**src/rtl/pushbutton_conditioner_if.sv**
```systemverilog
// ----------------------------------------------------------------------------
// pushbutton_conditioner_if
//   Groups the board-pin and uP-facing signals of the pushbutton conditioner.
//   master : the environment (board pins + uP) that drives raw levels and the
//            read strobe, and consumes the conditioned outputs.
//   slave  : the conditioner itself.
// Signals
//   buttons_raw  [WIDTH] asynchronous button levels from the pins
//   rd_strobe    [1]     1-cycle pulse from the uP; clears the pressed flags
//   pushbuttons  [WIDTH] debounced levels, drives uP.pushbuttons
//   pressed      [WIDTH] sticky per-button press flags
//   changed      [1]     1-cycle pulse when any debounced bit changes
// ----------------------------------------------------------------------------
interface pushbutton_conditioner_if #(
    parameter int WIDTH = 4
);
    logic [WIDTH-1:0] buttons_raw;
    logic             rd_strobe;
    logic [WIDTH-1:0] pushbuttons;
    logic [WIDTH-1:0] pressed;
    logic             changed;

    modport master (
        output buttons_raw,
        output rd_strobe,
        input  pushbuttons,
        input  pressed,
        input  changed
    );

    modport slave (
        input  buttons_raw,
        input  rd_strobe,
        output pushbuttons,
        output pressed,
        output changed
    );
endinterface

```
**src/rtl/pushbutton_conditioner.sv**
```systemverilog
// ----------------------------------------------------------------------------
// pushbutton_conditioner
//   Input stage in front of the uP pushbuttons port. Each raw button bit is
//   passed through a 2-FF synchroniser and then debounced independently: a new
//   level is accepted only after it has differed from the current debounced
//   level on DEBOUNCE_CYCLES consecutive rising edges. Sticky press flags record
//   debounced 0->1 transitions until the uP clears them with rd_strobe.
//
// Parameters
//   WIDTH            number of buttons
//   DEBOUNCE_CYCLES  consecutive differing edges needed to accept a level (>= 2)
//
// Ports
//   clock   in  system clock, rising edge
//   reset   in  asynchronous active-low reset, clears all state
//   pb_bus  slave modport of pushbutton_conditioner_if
//             buttons_raw / rd_strobe in, pushbuttons / pressed / changed out
//
// Configuration macro
//   PB_EDGE_LATCH_EN  defined   : pressed flags built, cleared by rd_strobe
//                     undefined : pressed tied to 0, rd_strobe ignored
//
// All outputs come straight from flops; there is no input-to-output
// combinational path.
// ----------------------------------------------------------------------------
module pushbutton_conditioner #(
    parameter int WIDTH           = 4,
    parameter int DEBOUNCE_CYCLES = 16
) (
    input  logic                    clock,
    input  logic                    reset,
    pushbutton_conditioner_if.slave pb_bus
);
    localparam int               CNT_W   = $clog2(DEBOUNCE_CYCLES);
    localparam logic [CNT_W-1:0] CNT_MAX = CNT_W'(DEBOUNCE_CYCLES - 1);

    logic [WIDTH-1:0] sync_p0;
    logic [WIDTH-1:0] sync_p1;
    logic [CNT_W-1:0] cnt [WIDTH];
    logic [WIDTH-1:0] pb_q;
    logic [WIDTH-1:0] flip;
    logic [WIDTH-1:0] rise;
    logic             changed_q;

    // ---- stage p0/p1: two-flop synchroniser per bit ----
    always_ff @(posedge clock or negedge reset) begin
        if (!reset) begin
            sync_p0 <= '0;
            sync_p1 <= '0;
        end else begin
            sync_p0 <= pb_bus.buttons_raw;
            sync_p1 <= sync_p0;
        end
    end

    // A bit flips on the edge where it has already differed for
    // DEBOUNCE_CYCLES-1 edges and still differs, i.e. the DEBOUNCE_CYCLES-th.
    always_comb begin
        flip = '0;
        for (int i = 0; i < WIDTH; i++) begin
            flip[i] = (sync_p1[i] != pb_q[i]) && (cnt[i] == CNT_MAX);
        end
    end

    // Only debounced 0->1 transitions count as presses.
    assign rise = flip & sync_p1;

    // ---- debounce stage: per-bit persistence counters ----
    for (genvar g = 0; g < WIDTH; g++) begin : g_debounce
        always_ff @(posedge clock or negedge reset) begin
            if (!reset) begin
                cnt[g] <= '0;
            end else if ((sync_p1[g] == pb_q[g]) || flip[g]) begin
                // Matching level or just accepted: restart the count.
                cnt[g] <= '0;
            end else begin
                cnt[g] <= cnt[g] + CNT_W'(1);
            end
        end
    end

    always_ff @(posedge clock or negedge reset) begin
        if (!reset) begin
            pb_q      <= '0;
            changed_q <= 1'b0;
        end else begin
            pb_q      <= pb_q ^ flip;
            // Single pulse regardless of how many bits flip together.
            changed_q <= |flip;
        end
    end

    assign pb_bus.pushbuttons = pb_q;
    assign pb_bus.changed     = changed_q;

`ifdef PB_EDGE_LATCH_EN
    logic [WIDTH-1:0] pressed_q;

    // Set has priority over the read-strobe clear so a press landing on the
    // same edge as the uP read is never lost.
    always_ff @(posedge clock or negedge reset) begin
        if (!reset) begin
            pressed_q <= '0;
        end else if (pb_bus.rd_strobe) begin
            pressed_q <= rise;
        end else begin
            pressed_q <= pressed_q | rise;
        end
    end

    assign pb_bus.pressed = pressed_q;
`else
    // Feature disabled: rd_strobe and the rise vector intentionally go nowhere.
    logic unused_rd;
    assign unused_rd      = pb_bus.rd_strobe ^ (^rise);
    assign pb_bus.pressed = '0;
`endif

endmodule
```
**src/flat_wrapper.sv**
```systemverilog
// flat-port wrapper written by rule: the top's interface ports become plain ports
module pushbutton_conditioner_flat 
#(
    parameter int WIDTH           = 4,
    parameter int DEBOUNCE_CYCLES = 16
)
  (clock, reset, pb_bus_buttons_raw, pb_bus_rd_strobe, pb_bus_pushbuttons, pb_bus_pressed, pb_bus_changed);
  pushbutton_conditioner_if #(.WIDTH(WIDTH)) pb_bus_i ();
  input  logic clock;
  input  logic reset;
  input wire logic [$bits(pb_bus_i.buttons_raw)-1:0] pb_bus_buttons_raw;
  input wire logic [$bits(pb_bus_i.rd_strobe)-1:0] pb_bus_rd_strobe;
  output wire logic [$bits(pb_bus_i.pushbuttons)-1:0] pb_bus_pushbuttons;
  output wire logic [$bits(pb_bus_i.pressed)-1:0] pb_bus_pressed;
  output wire logic [$bits(pb_bus_i.changed)-1:0] pb_bus_changed;
  assign pb_bus_i.buttons_raw = pb_bus_buttons_raw;
  assign pb_bus_i.rd_strobe = pb_bus_rd_strobe;
  assign pb_bus_pushbuttons = pb_bus_i.pushbuttons;
  assign pb_bus_pressed = pb_bus_i.pressed;
  assign pb_bus_changed = pb_bus_i.changed;
  pushbutton_conditioner #(.WIDTH(WIDTH), .DEBOUNCE_CYCLES(DEBOUNCE_CYCLES)) u_core (.clock(clock), .reset(reset), .pb_bus(pb_bus_i));
endmodule
```
**config.mk**
```make
export PLATFORM = sky130hd
export DESIGN_NAME = pushbutton_conditioner_flat
export DESIGN_NICKNAME = d
export VERILOG_FILES = /design/src/rtl/pushbutton_conditioner_if.sv /design/src/rtl/pushbutton_conditioner.sv /design/src/flat_wrapper.sv
export SDC_FILE = /design/constraint.sdc
export NUM_CORES = 1
export LEC_CHECK = 0
export CAP_MARGIN = 20
export CORE_MARGIN = 2
export CORE_UTILIZATION = 55
export DETAILED_ROUTE_END_ITERATION = 10
export MAX_ROUTING_LAYER = met4
export PLACE_DENSITY = 0.8
export SLEW_MARGIN = 0
export SYNTH_ARGS = -nofsm -noshare
export SYNTH_HDL_FRONTEND = slang
export SYNTH_SLANG_ARGS = --single-unit
```
**constraint.sdc**
```tcl
create_clock -name clock -period 2.4 [get_ports clock]
set_clock_uncertainty 0.2 [all_clocks]
set_input_delay 0.72 -clock clock [delete_from_list [all_inputs] [get_ports clock]]
set_output_delay 0.72 -clock clock [all_outputs]
set_load 0.02 [all_outputs]
```
==> results.md <==
- Outcome: finished, final reports clean
- Final Max Slew Viols: 0
- Hold Startpoint: u_core.sync_p0[3]$_DFF_PN0_
- Hold_buf cts: 0
- Fin area: 0.001336 mm^2
- DIE AREA: 0.002430 mm^2
- Leakage power total: about 0.00067 uW
- Routed WL per cell: ~11 um
- CP cell instances: clkdlybuf4s50_1
- Diodes inserted: 0
- Vias in the first global route: ~690
- Fraction of layout cells with a size suffix above 1: roughly a tenth
- RSZ-0062 raised after global routing: false
- Dpl cells: roughly 130
- Worst setup path class: flop to output pin
- Post_cts resized: 0
- Post-CTS setup buffer count: 0
- Reg2reg end: u_core.pb_bus.changed$_DFF_PN0_
- Tmin final: ~2.2 ns
- Hold path depth: 0
- Residual DRC count: 0
- Overall die height: around 50 um
- CP Capture Type: output pin
- I/O pin cnt: 16
- Port bufs: 10
- Clk buf depth: 2
- Mapped Area: 0.001129 mm^2
- Hold Vio Cnt, Final: 0
- Row count: 16
- Flops & latches, synth: 29
- Final core utilization: 68.81%
- Synth cell types: 20
- Initial Utilization: 58.12%
- Clk sink count: 29
- Placed Area: between 0.001 and 0.0015 mm^2
- Final Wtd Congestion: 0.6545
- 1st-iter DRT viols: 6
- Cells on worst reg2reg path: 4
- DR pass1 iterations: 4
- WP buf/inv: 1
- Hpwl dp: between 1000 and 1500 um
- Post-synthesis sequential area ratio: 64.30%
- Pwr per Cell Area: 740.4 mW/mm^2
- Tcrit/Tclk final: just over 90%
- Total GRT Usage: ~16%
- Die Width: a little under 50 um
- DR vias/cell: 5.000
- Max-cap viol count: 0
- Largest net degree at the start of global routing: 30
- # setup viols final: 0
- Worst path top cell family by delay: buffers and inverters
- Hold Path Sink: u_core.sync_p1[3]$_DFF_PN0_
- Mean Syn Cell Area: 12.82 um^2
- Gr ovfl total: 0
- Crit path max fanout: 3
- WP depth: 1
- Final setup TNS: 0 ns
- Fin nets: around 120
- Synth warn: 0
- Critical Path AT: 1.33 ns
- WL final: 1507 um
- CP startpoint kind: flop
- Worst skew pair latency: about 0.32 ns
- Post-synthesis instance total: 88
- Area Growth Syn to Fin: 18.40%
- Total core area: ~0.002 mm^2
- Total vias in the final route: about 670
- Slowest cell on crit path: clkdlybuf4s50_1
- Reg clk slew, reported paths: 0.08 ns
- Inserted Clock Buffers: 5
- Worst Path Required: around 1.5 ns
- Initial antenna violation count: 0
- First-pass GRT wire length: about 2800 um
- Root Driver: clkbuf_4
- Reg-to-Reg Start: u_core.cnt[0]$_DFF_PN0_
- Worst path max stage delay: roughly 0.62 ns
- Hold WS: between 0.15 and 0.2 ns
- H-tree depth: 2
- Achievable Freq: ~450 MHz
- VDD IR-drop max: roughly 510 uV
- Routed Antenna Nets: 0
- R2R Setup Slk: ~0.90 ns
- Layout Cells excl Fill: approximately 130
- CTS tree: yes
- Hold Path Class: flop to flop
power by group:
| group | switching, uW | internal (uW) | leakage (uW) |
|---|---|---|---|
| Sequential | 15.6 | 511 | 0.000376 |
| Clock | 155 | 249 | 0.0000455 |
| Combinational | 32.1 | 26.5 | 0.000244 |
kinds of logic (layout without fill, tap and decap cells):
kind of cell | Yosys count | after routing | synth area share (%)
compound gates | 1 | 1 | 0.5547
xor+xnor | 12 | 12 | 9.313
fa+ha+maj | 4 | 4 | 4.435
buf+inv | 6 | 21 | 3.326
flops | 29 | 29 | 64.30
mux | 4 | 4 | 3.991
other cells | 1 | 4 | 0.3323
simple gates | 31 | 31 | 13.75
through the flow:
step                power (uW)  setup slack (ns)
global placement         592.4            0.5140
detailed placement       596.3            0.5004
floorplan                573.6            0.9511
finish                   989.3            0.1543
CTS                       1002            0.1328
global route              1042            0.1031
cells in the mapped netlist (all sizes together):
library cell	number	share of area [%]
nand3	8	4.0
ha	4	4.4
nand2b	2	1.1
o22ai	1	0.55
xor2	8	6.2
nor2b	2	1.1
inv	2	0.67
conb	1	0.33
buf	4	2.7
and2	2	1.2
or3	1	0.55
nor2	12	4.0
xnor2	4	3.1
dfrtp	29	64
and3	2	1.1
nand2	2	0.67
mux2	4	4.0
layout make-up:
class	count	area, um^2
Clock inverter	1	30.03
Clock buffer	7	55.05
Fill cell	151	605.6
Timing Repair Buffer	11	107.6
Inverter	2	7.507
Multi-Input combinational cell	56	376.6
Tap cell	27	33.78
Sequential cell	29	725.7
worst max path at each step:
stage	startpoint	endpoint
floorplan	flop	u_core.pb_bus.changed$_DFF_PN0_
global placement	flop	pb_bus_pushbuttons[0]
detailed placement	flop	pb_bus_pushbuttons[0]
CTS	flop	pb_bus_pushbuttons[0]
global route	flop	pb_bus_pushbuttons[3]
finish	flop	pb_bus_pushbuttons[0]
cells in the final DEF (no fill, tap or decap):
cell type,instances
dfrtp_1,29
nor2_1,12
clkdlybuf4s50_1,10
xor2_1,8
nand3_1,7
clkbuf_4,5
xnor2_1,4
ha_1,4
conb_1,4
mux2_1,3
and3_1,2
nand2_1,2
inv_1,2
nand2b_1,2
nor2b_1,2
nand3_2,1
and2_2,1
o22ai_1,1
or3_1,1
and2_1,1
mux2_2,1
clkbuf_1,1
bufinv_16,1
clkbuf_8,1
buf_4,1
layer usage:
metal / wire length [um] / up-vias / GRT usage, %
met5: 0 / - / -
met4: 33 / 0 / 9.048
met3: 97 / 6 / 8.589
met2: 732 / 28 / 25.00
met1: 643 / 318 / 16.98
li1: - / 313 / -
No activity file was read; power rests on OpenSTA's default activity.
